==> src/rtl/pattern_tx_pkg.sv <==
// Shared definitions for the pattern_tx serial transmitter: FSM state type and its 2-bit encodings.
package pattern_tx_pkg;

   localparam logic [1:0] ST_IDLE  = 2'b00;
   localparam logic [1:0] ST_SHIFT = 2'b01;
   localparam logic [1:0] ST_PAR   = 2'b10;
   localparam logic [1:0] ST_GAP   = 2'b11;

   typedef enum logic [1:0] {
      IDLE  = ST_IDLE,
      SHIFT = ST_SHIFT,
      PAR   = ST_PAR,
      GAP   = ST_GAP
   } state_t;

endpackage

==> src/rtl/pattern_tx_if.sv <==
// Word-load handshake between a pattern source (master) and pattern_tx (slave).
interface pattern_tx_if #(
   parameter int WIDTH = 8
);
   logic             load_valid;
   logic             load_ready;
   logic [WIDTH-1:0] load_data;

   modport master (output load_valid, output load_data, input load_ready);
   modport slave  (input load_valid, input load_data, output load_ready);
endinterface

==> src/rtl/pattern_tx_shreg.sv <==
// Load/shift register for pattern_tx. Holds the bits still to be sent after the one currently on x;
// next_bit is the bit the top should put on x at the coming edge (head of din while loading).
module pattern_tx_shreg #(
   parameter int WIDTH     = 8,
   parameter bit MSB_FIRST = 1'b1
) (
   input  logic             clk,
   input  logic             reset,
   input  logic             load,
   input  logic             shift,
   input  logic [WIDTH-1:0] din,
   output logic             next_bit
);

   logic [WIDTH-1:0] q;

   function automatic logic [WIDTH-1:0] advance(input logic [WIDTH-1:0] v);
      return MSB_FIRST ? {v[WIDTH-2:0], 1'b0} : {1'b0, v[WIDTH-1:1]};
   endfunction

   function automatic logic head(input logic [WIDTH-1:0] v);
      return MSB_FIRST ? v[WIDTH-1] : v[0];
   endfunction

   // The first bit leaves straight from din, so only the remainder is stored on load.
   always_ff @(posedge clk or negedge reset) begin
      if (!reset)     q <= '0;
      else if (load)  q <= advance(din);
      else if (shift) q <= advance(q);
   end

   assign next_bit = load ? head(din) : head(q);

endmodule

==> src/rtl/pattern_tx.sv <==
// Serial pattern transmitter: accepts a word over a valid/ready handshake and shifts it out on x.
// Optional even-parity bit after the data is enabled by defining PATTERN_TX_PARITY_EN.
module pattern_tx
   import pattern_tx_pkg::*;
#(
   parameter int WIDTH      = 8,
   parameter bit MSB_FIRST  = 1'b1,
   parameter int GAP_CYCLES = 2
) (
   input  logic         clk,
   input  logic         reset,
   pattern_tx_if.slave  load,
   output logic         x,
   output logic         busy,
   output logic         done
);

   localparam int CW = $clog2(WIDTH + 1);
   localparam int GW = (GAP_CYCLES > 2) ? $clog2(GAP_CYCLES) : 1;
   localparam logic [CW-1:0] COUNT_LOAD = CW'(WIDTH - 1);
   localparam logic [GW-1:0] GAP_LOAD   = (GAP_CYCLES > 0) ? GW'(GAP_CYCLES - 1) : '0;

   state_t        state, state_nx;
   logic [CW-1:0] count, count_nx;
   logic [GW-1:0] gap_cnt, gap_nx;
   logic          x_nx;
   logic          load_en, shift_en;
   logic          next_bit;
   logic          accept;

   assign load.load_ready = (state == IDLE) && reset;
   assign accept          = load.load_valid && load.load_ready;
   assign busy            = (state != IDLE);

   pattern_tx_shreg #(
      .WIDTH     (WIDTH),
      .MSB_FIRST (MSB_FIRST)
   ) u_shreg (
      .clk      (clk),
      .reset    (reset),
      .load     (load_en),
      .shift    (shift_en),
      .din      (load.load_data),
      .next_bit (next_bit)
   );

`ifdef PATTERN_TX_PARITY_EN
   logic par_bit;

   always_ff @(posedge clk or negedge reset) begin
      if (!reset)      par_bit <= 1'b0;
      else if (accept) par_bit <= ^load.load_data;
   end
`endif

   // NOTE: sequential state uses non-blocking assignments so every flop samples pre-edge values.
   always_ff @(posedge clk or negedge reset) begin
      if (!reset) begin
         state   <= IDLE;
         count   <= '0;
         gap_cnt <= '0;
         x       <= 1'b0;
      end else begin
         state   <= state_nx;
         count   <= count_nx;
         gap_cnt <= gap_nx;
         x       <= x_nx;
      end
   end

   // NOTE: every output of this block gets a default first, so no path can infer a latch.
   always_comb begin
      state_nx = state;
      count_nx = count;
      gap_nx   = gap_cnt;
      x_nx     = 1'b0;
      load_en  = 1'b0;
      shift_en = 1'b0;
      done     = 1'b0;
      case (state)
         IDLE: begin
            if (accept) begin
               load_en  = 1'b1;
               x_nx     = next_bit;
               count_nx = COUNT_LOAD;
               state_nx = SHIFT;
            end
         end
         SHIFT: begin
            if (count != '0) begin
               shift_en = 1'b1;
               x_nx     = next_bit;
               count_nx = count - CW'(1);
            end else begin
`ifdef PATTERN_TX_PARITY_EN
               x_nx     = par_bit;
               state_nx = PAR;
`else
               done = 1'b1;
               if (GAP_CYCLES > 0) begin
                  state_nx = GAP;
                  gap_nx   = GAP_LOAD;
               end else begin
                  state_nx = IDLE;
               end
`endif
            end
         end
`ifdef PATTERN_TX_PARITY_EN
         PAR: begin
            done = 1'b1;
            if (GAP_CYCLES > 0) begin
               state_nx = GAP;
               gap_nx   = GAP_LOAD;
            end else begin
               state_nx = IDLE;
            end
         end
`endif
         GAP: begin
            if (gap_cnt == '0) state_nx = IDLE;
            else               gap_nx   = gap_cnt - GW'(1);
         end
         default: state_nx = IDLE;
      endcase
   end

endmodule

==> src/flat_wrapper.sv <==
// flat-port wrapper written by rule: the top's interface ports become plain ports
module pattern_tx_flat import pattern_tx_pkg::*;
#(
   parameter int WIDTH      = 8,
   parameter bit MSB_FIRST  = 1'b1,
   parameter int GAP_CYCLES = 2
)
  (clk, reset, x, busy, done, load_load_valid, load_load_data, load_load_ready);
  pattern_tx_if #(.WIDTH(WIDTH)) load_i ();
  input  logic clk;
  input  logic reset;
  output logic x;
  output logic busy;
  output logic done;
  input wire logic [$bits(load_i.load_valid)-1:0] load_load_valid;
  input wire logic [$bits(load_i.load_data)-1:0] load_load_data;
  output wire logic [$bits(load_i.load_ready)-1:0] load_load_ready;
  assign load_i.load_valid = load_load_valid;
  assign load_i.load_data = load_load_data;
  assign load_load_ready = load_i.load_ready;
  pattern_tx #(.WIDTH(WIDTH), .MSB_FIRST(MSB_FIRST), .GAP_CYCLES(GAP_CYCLES)) u_core (.clk(clk), .reset(reset), .load(load_i), .x(x), .busy(busy), .done(done));
endmodule
==> config.mk <==
export PLATFORM = sky130hd
export DESIGN_NAME = pattern_tx_flat
export DESIGN_NICKNAME = d
export VERILOG_FILES = /design/src/rtl/pattern_tx_pkg.sv /design/src/rtl/pattern_tx_if.sv /design/src/rtl/pattern_tx_shreg.sv /design/src/rtl/pattern_tx.sv /design/src/flat_wrapper.sv
export SDC_FILE = /design/constraint.sdc
export NUM_CORES = 1
export LEC_CHECK = 0
export ABC_AREA = 1
export CORE_MARGIN = 1
export CORE_UTILIZATION = 49
export CTS_CLUSTER_SIZE = 20
export DETAILED_ROUTE_END_ITERATION = 12
export HOLD_SLACK_MARGIN = 0.12
export PLACE_DENSITY = 0.76
export SLEW_MARGIN = 15
export SYNTH_ARGS = -nofsm -noshare
export SYNTH_HDL_FRONTEND = slang
export SYNTH_HIERARCHICAL = 1
export SYNTH_SLANG_ARGS = --single-unit
==> constraint.sdc <==
create_clock -name clk -period 1.6 [get_ports clk]
set_input_delay 0.32 -clock clk [delete_from_list [all_inputs] [get_ports clk]]
set_output_delay 0.32 -clock clk [all_outputs]
set_load 0.03 [all_outputs]
==> results of run 1 <==
-- cells in the final DEF (no fill, tap or decap), types with 2 or more instances in the layout --
cell type                         instances
sky130_fd_sc_hd__nand2_1                 30
sky130_fd_sc_hd__buf_4                   16
sky130_fd_sc_hd__dfrtp_1                 15
sky130_fd_sc_hd__nand3_1                 14
sky130_fd_sc_hd__clkdlybuf4s50_1          9
sky130_fd_sc_hd__inv_1                    7
sky130_fd_sc_hd__inv_2                    6
sky130_fd_sc_hd__nor2_1                   4
sky130_fd_sc_hd__clkbuf_4                 3
sky130_fd_sc_hd__buf_6                    3
sky130_fd_sc_hd__nand2_4                  3
sky130_fd_sc_hd__o21ai_0                  3
sky130_fd_sc_hd__nor2_4                   2
sky130_fd_sc_hd__nand4_1                  2
sky130_fd_sc_hd__o21ai_1                  2
-- how the worst max path moves through the flow --
stage / slack [ps] / end
finish: 20 / load_load_ready
global route: -60 / done
CTS: 6 / done
detailed placement: -70 / u_core/x
global placement: 2 / u_core/x
floorplan: 120 / load_load_ready
-- where the power goes --
part           internal (mW)  switching, mW  leakage [nW]
Combinational          0.498          0.629         0.380
Sequential             0.523         0.0940         0.189
Clock                 0.0967          0.119        0.0150
-- what timing repair did --
item | CTS | global route
resized for setup | 7 | 13
buffers inserted | 3 | 7
pin swaps | 0 | 3
hold buffers | 0 | 0
endpoints found under the setup margin | 3 | 4
-- sequential cells by signal (all words and copies together), names as in the netlist --
register          cells
u_core/count          4
u_core/state          2
u_core/u_shreg/q      7
u_core/gap_cnt        1
u_core/x              1
-- per-layer routing --
layer | global-route usage | routed length, um | vias to the layer above
li1 | - | - | 371
met1 | 0.291 | 837 | 327
met2 | 0.306 | 867 | 26
met3 | 0.0391 | 105 | 4
met4 | 0.0581 | 21 | 0
met5 | 0 | 0 | -
-- worst reg2reg max path, delay by kind of cell, from the launching register on --
kind                   cells  cell delay (ps)
buffers and inverters      4              460
flip-flops                 1              440
AO/OA/AOI/OAI              1              120
AND/OR/NAND/NOR            4              400
-- cell families (layout without fill, tap and decap cells) --
| family | Yosys count | after routing |
|---|---|---|
| buf+inv | 15 | 49 |
| flops | 15 | 15 |
| fa+ha+maj | 1 | 1 |
| simple gates | 58 | 58 |
| compound gates | 7 | 7 |
-- metrics by stage --
stage / power [mW] / hold slack, ps / setup WS, ps / util
after floorplan: 1.20 / 24.4 / 122 / -
after global placement: 1.43 / 454 / 2.05 / 0.696
after detailed placement: 1.46 / 464 / -74.5 / 0.696
after CTS: 1.74 / 148 / 5.98 / 0.740
after global routing: 2.08 / 169 / -63.9 / 0.796
final: 1.96 / 161 / 21.9 / 0.796
-- final cells by class --
| class | instances | area [sq um] | area share |
|---|---|---|---|
| clock buffer | 4 | 26.3 | 0.0239 |
| inverter | 14 | 55.1 | 0.0500 |
| sequential | 15 | 375 | 0.341 |
| multi-input combinational | 66 | 355 | 0.323 |
| timing repair buffer | 31 | 270 | 0.245 |
| tap | 15 | 18.8 | 0.0170 |
==> impl_results.rst, run 1 <==
.. list-table::
   :header-rows: 1

   * - Metric
     - Value
   * - Mean cell area of the mapped netlist
     - 7.99 sq um
   * - Critical Path End Type
     - output port
   * - Required time of the critical path
     - 1280 ps
   * - Cts bufs inserted
     - 3
   * - Setup repair after global routing missed its margin
     - yes
   * - Initial core utilization
     - 0.555
   * - Crit share post-route
     - 0.986
   * - Start point of the critical path
     - u_core/state[0]
   * - Number of antenna violations at the first check in global routing
     - 0
   * - Number of DRC markers in iteration 0
     - 36
   * - Largest delay contributor family on the critical path
     - flip-flops
   * - Global-route wire length before repair
     - 2.71 mm
   * - Post-synth top cells
     - sky130_fd_sc_hd__nand2_1 (30), sky130_fd_sc_hd__dfrtp_1 (15), sky130_fd_sc_hd__nand3_1 (14)
   * - Setup_tns
     - 0 ps
   * - Min Clock Period, post-route
     - 1580 ps
   * - Clock sink total
     - 15
   * - Synth Area in XOR/XNOR
     - 0
   * - Post-synthesis cell type with the largest combined area
     - sky130_fd_sc_hd__dfrtp_1
   * - Number of rows in the core area
     - 13
   * - Non-Filler Cell Area, Final
     - 1100 sq um
   * - Outcome
     - finished, final reports clean
   * - Final setup violating endpoints
     - 0
   * - Post-synth top area share
     - 0.489
   * - Router iterations before antenna repair
     - 4
   * - Number of maximum-capacitance violations
     - 0
   * - Overall Global Routing Usage
     - 0.201
   * - Global route overflow
     - 0
   * - Dpl cell area
     - 962 sq um
   * - Most frequently used flop master after synthesis
     - sky130_fd_sc_hd__dfrtp_1
   * - Netlist area before placement
     - 767 sq um
   * - Combinational family with the most area after synthesis
     - simple AND/OR/NAND/NOR gates
   * - Crit start category
     - flop
   * - H-tree depth reported by CTS
     - 1
   * - Number of cells in the finished layout apart from fillers
     - 145
   * - Largest net degree at the start of global routing
     - 9
   * - Die Span Y
     - 41.6 um
   * - Static leakage power
     - 0.584 nW
   * - Arrival @ worst endpoint
     - 1260 ps
   * - Wire length reported by the detailed router
     - 1.83 mm
   * - Register bit count reported by yosys
     - 15
   * - Post-synthesis share of cell area spent on and, or, nand and nor gates
     - 0.357
   * - Share of synthesized cell area in full adder, half adder and majority cells
     - 0.0163
   * - Critical Path Fanout Max
     - 3
   * - Slew Limit Fails
     - 0
   * - Most frequent cell after synthesis
     - sky130_fd_sc_hd__nand2_1
   * - Type of the worst setup path
     - flop to output port
   * - Crit-path most repeated cell
     - sky130_fd_sc_hd__buf_6
   * - Filler Cells Inserted
     - 111
   * - Cell with the largest stage delay on the worst path
     - sky130_fd_sc_hd__dfrtp_1
   * - Clock tree from TritonCTS
     - yes
   * - Post-route DRC
     - 0
   * - Least-Margin Pin Slew
     - 313 ps
   * - Number of instances in the synthesized netlist
     - 96
   * - Type of the tightest min-delay check
     - input port to async pin
   * - Post-synthesis mux area share
     - 0
   * - Half-perimeter wire length of the detailed placement result
     - 1.17 mm
   * - Clock latency on the worst-skew pair
     - 280 ps
   * - Warnings, synthesis
     - 6
   * - Vias
     - 728
   * - Most area-consuming cells after synthesis
     - sky130_fd_sc_hd__dfrtp_1 (49%), sky130_fd_sc_hd__nand2_1 (15%), sky130_fd_sc_hd__nand3_1 (9.1%)
   * - Via count of the first global-routing pass
     - 625
   * - CTS Buffer Depth
     - 2
   * - Depth of the most critical reg-to-reg path
     - 9
   * - Die ar.
     - 1730 sq um
   * - CTS clock-pin slew for the worst setup and hold paths
     - 90 ps
   * - Hold Vio Cnt, Final
     - 0
   * - I/O pins
     - 15
   * - Post-Synthesis Net Count
     - 108
   * - Routed vias/inst
     - 5.02
   * - Final Wtd Congestion
     - 0.781
   * - Worst path buffer plus inverter count
     - 3
   * - Worst clock skew
     - 1.79 ps
   * - Avg WL per Cell
     - 12.6 um
   * - Die Wd
     - 41.6 um
   * - CORE AREA
     - 1380 sq um
   * - Async set-or-reset flop fraction in the synthesized netlist
     - 1.00
   * - Power Density
     - 1780 nW/um^2
   * - Fraction of final layout cells with drive strength greater than 1
     - 0.308
   * - Final net count
     - 143
   * - Port Buffers
     - 14
   * - Number of nets still failing antenna checks after routing
     - 0
   * - Sequential-to-total area share from yosys stat
     - 0.489
   * - Peak Freq
     - 0.634 GHz
   * - Cells along the critical path
     - nor2_2, inv_2, buf_6, nor2_4, buf_6
   * - Placed insts
     - 131
   * - Largest incremental delay on the critical path
     - 440 ps
   * - Distinct cell type count of the synthesized netlist
     - 17
   * - R2r startpoint
     - u_core/state[0]
   * - EDFF count, synth
     - 0
   * - Reg2Reg Capture Point
     - u_core/x
   * - Antenna Diode Count
     - 0
   * - Area growth syn-to-layout
     - 43.6%
   * - CTS root buf
     - sky130_fd_sc_hd__clkbuf_4
   * - Worst IR drop on VDD
     - 1.20 mV
   * - Slack of the worst reg-to-reg path
     - 80 ps
   * - Stages on the worst setup path
     - 5
   * - Area fraction in compound gates after synthesis
     - 0.0538
   * - Max transition margin
     - 0.791
Power figures use the tool's default switching activity.
==> run 2, diff against run 1 <==
- clock period: 1.6 -> 1.7 ns (I/O delays scaled with it)
==> run 2 against run 1 <==
Net effect:
- clock-buffer cell count did not move
- flip-flop and latch count did not move
- cell count fell by 4.8%
- highest routed layer unchanged
- register-to-register slack improved by 190 ps
- largest cell class unchanged
- die area did not move
- combinational power fell by 20%
- largest power group unchanged
==> impl_results.rst, run 2 (synthesized netlist as in run 1, its figures left out) <==
.. list-table::
   :header-rows: 1

   * - Metric
     - Value
   * - Area growth syn-to-layout
     - 34.7%
   * - I/O pins
     - 15
   * - Final setup violating endpoints
     - 0
   * - Avg WL per Cell
     - 11.0 um
   * - Half-perimeter wire length of the detailed placement result
     - 1.14 mm
   * - Slack of the worst reg-to-reg path
     - 270 ps
   * - Crit start category
     - flop
   * - CORE AREA
     - 1380 sq um
   * - Router iterations before antenna repair
     - 4
   * - Number of antenna violations at the first check in global routing
     - 0
   * - CTS Buffer Depth
     - 2
   * - Largest Register
     - u_core/u_shreg/q
   * - Min Clock Period, post-route
     - 1630 ps
   * - Routed vias/inst
     - 4.83
   * - Max transition margin
     - 0.800
   * - Setup_tns
     - 0 ps
   * - Critical Path End Type
     - output port
   * - Die Span Y
     - 41.6 um
   * - Post-route DRC
     - 0
   * - Worst IR drop on VDD
     - 1.00 mV
   * - Flip-flop count of the largest register after layout
     - 7
   * - Final Total Pwr
     - 1.67 mW
   * - Worst clock skew
     - 5.10 ps
   * - Wire length reported by the detailed router
     - 1.52 mm
   * - Worst-case setup margin in the final layout
     - 68.5 ps
   * - Die Wd
     - 41.6 um
   * - Final net count
     - 136
   * - Reg2Reg Capture Point
     - u_core/u_shreg/q[3]
   * - H-tree depth reported by CTS
     - 1
   * - Number of nets still failing antenna checks after routing
     - 0
   * - Cts bufs inserted
     - 3
   * - Port Buffers
     - 14
   * - Global route overflow
     - 0
   * - Vias
     - 667
   * - Filler Cells Inserted
     - 115
   * - Overall Global Routing Usage
     - 0.188
   * - Peak Freq
     - 0.613 GHz
   * - Global-route wire length before repair
     - 2.47 mm
   * - Slew Limit Fails
     - 0
   * - Clock sink total
     - 15
   * - Arrival @ worst endpoint
     - 1290 ps
   * - Commonest non-fill, non-tap cell in the layout
     - sky130_fd_sc_hd__nand2_1
   * - Outcome
     - finished, final reports clean
   * - Die ar.
     - 1730 sq um
   * - Most frequent cells in the layout
     - sky130_fd_sc_hd__nand2_1 (30), sky130_fd_sc_hd__dfrtp_1 (15), sky130_fd_sc_hd__nand3_1 (14), sky130_fd_sc_hd__clkdlybuf4s50_1 (11), sky130_fd_sc_hd__buf_4 (11)
   * - Area of the multi-input gates
     - 345 sq um
   * - Non-Filler Cell Area, Final
     - 1030 sq um
   * - Clock latency on the worst-skew pair
     - 270 ps
   * - Static leakage power
     - 0.535 nW
   * - Leading registers by flop count
     - u_core/u_shreg/q: 7 flops, u_core/count: 4 flops, u_core/state: 2 flops
   * - Number of maximum-capacitance violations
     - 0
   * - Critical Path Fanout Max
     - 4
   * - Clock tree from TritonCTS
     - yes
   * - Via count of the first global-routing pass
     - 586
   * - Dpl cell area
     - 947 sq um
   * - Number of rows in the core area
     - 13
   * - Number of DRC markers in iteration 0
     - 12
   * - Power Density
     - 1620 nW/um^2
   * - Required time of the critical path
     - 1360 ps
   * - Type of the worst setup path
     - flop to output port
   * - Post-Route Utilization
     - 0.748
   * - Antenna Diode Count
     - 0
   * - Type of the tightest min-delay check
     - input port to async pin
   * - Least-Margin Pin Slew
     - 299 ps
   * - Worst setup slack before clock tree synthesis
     - 93.5 ps
   * - Largest net degree at the start of global routing
     - 12
   * - Crit share post-route
     - 0.960
   * - CTS root buf
     - sky130_fd_sc_hd__clkbuf_4
   * - Hold Vio Cnt, Final
     - 0
   * - R2r startpoint
     - u_core/count[0]
   * - Setup repair after global routing missed its margin
     - no
   * - Sequential cell area
     - 375 sq um
   * - Depth of the most critical reg-to-reg path
     - 8
   * - Initial core utilization
     - 0.555
   * - Fraction of final layout cells with drive strength greater than 1
     - 0.228
   * - CTS clock-pin slew for the worst setup and hold paths
     - 80 ps
   * - Final Wtd Congestion
     - 0.791
-- run 2: changes by cell type in the layout (fill, tap and decap cells not counted), moves of 2 or more --
cell,change
sky130_fd_sc_hd__clkdlybuf4s50_1,+2
sky130_fd_sc_hd__nor2_1,+2
sky130_fd_sc_hd__buf_4,-5
sky130_fd_sc_hd__inv_2,-2
sky130_fd_sc_hd__inv_1,+2
sky130_fd_sc_hd__buf_6,-2
-- run 2: worst max path at each step --
| stage | endpoint | startpoint | depth (start not counted) | slack [ps] |
|---|---|---|---|---|
| floorplan | load_load_ready | u_core/state[1] | 3 | 200 |
| global route | done | u_core/count[0] | 5 | 2 |
| global placement | busy | u_core/state[1] | 3 | 130 |
| CTS | done | u_core/count[1] | 5 | 2 |
| finish | busy | u_core/state[1] | 3 | 70 |
| detailed placement | u_core/u_shreg/q[7] | reset | 7 | 90 |
-- run 2: repair_timing --
item,CTS,global route
setup endpoints to repair,2,1
pin swaps,1,2
buffers inserted,0,5
resized for setup,4,5
gates cloned,0,0
hold buffers,0,0
-- run 2: power breakdown --
group | total [mW] | switching [mW] | internal [mW]
clock | 0.193 | 0.102 | 0.0908
sequential | 0.573 | 0.0806 | 0.493
combinational | 0.908 | 0.532 | 0.376
-- run 2: worst max-delay path, cell delays in order (launching register included) --
cell	delay [ps]
sky130_fd_sc_hd__dfrtp_1	420
sky130_fd_sc_hd__nor2_1	170
sky130_fd_sc_hd__inv_1	80
sky130_fd_sc_hd__dlygate4sd2_1	360
-- run 2: layout make-up --
| class | count | share of cell area |
|---|---|---|
| clock buffer | 4 | 0.0254 |
| inverter | 14 | 0.0533 |
| multi-input combinational | 66 | 0.334 |
| sequential | 15 | 0.363 |
| tap | 15 | 0.0182 |
| timing repair buffer | 24 | 0.206 |
-- run 2: stage by stage --
stage	std cells	hold slack, ps
after detailed placement	129	472
after global placement	129	453
after CTS	133	447
final	138	458
after floorplan	96	44.4
after global routing	138	452
-- run 2: metal layers --
metal | share of wire | global-route usage | routed length [um] | vias to the layer above
met5 | 0 | 0 | 0 | -
met4 | 0.0079 | 0.0968 | 12 | 0
met3 | 0.029 | 0.0391 | 44 | 2
met2 | 0.46 | 0.281 | 699 | 10
met1 | 0.50 | 0.256 | 760 | 298
li1 | - | - | - | 357
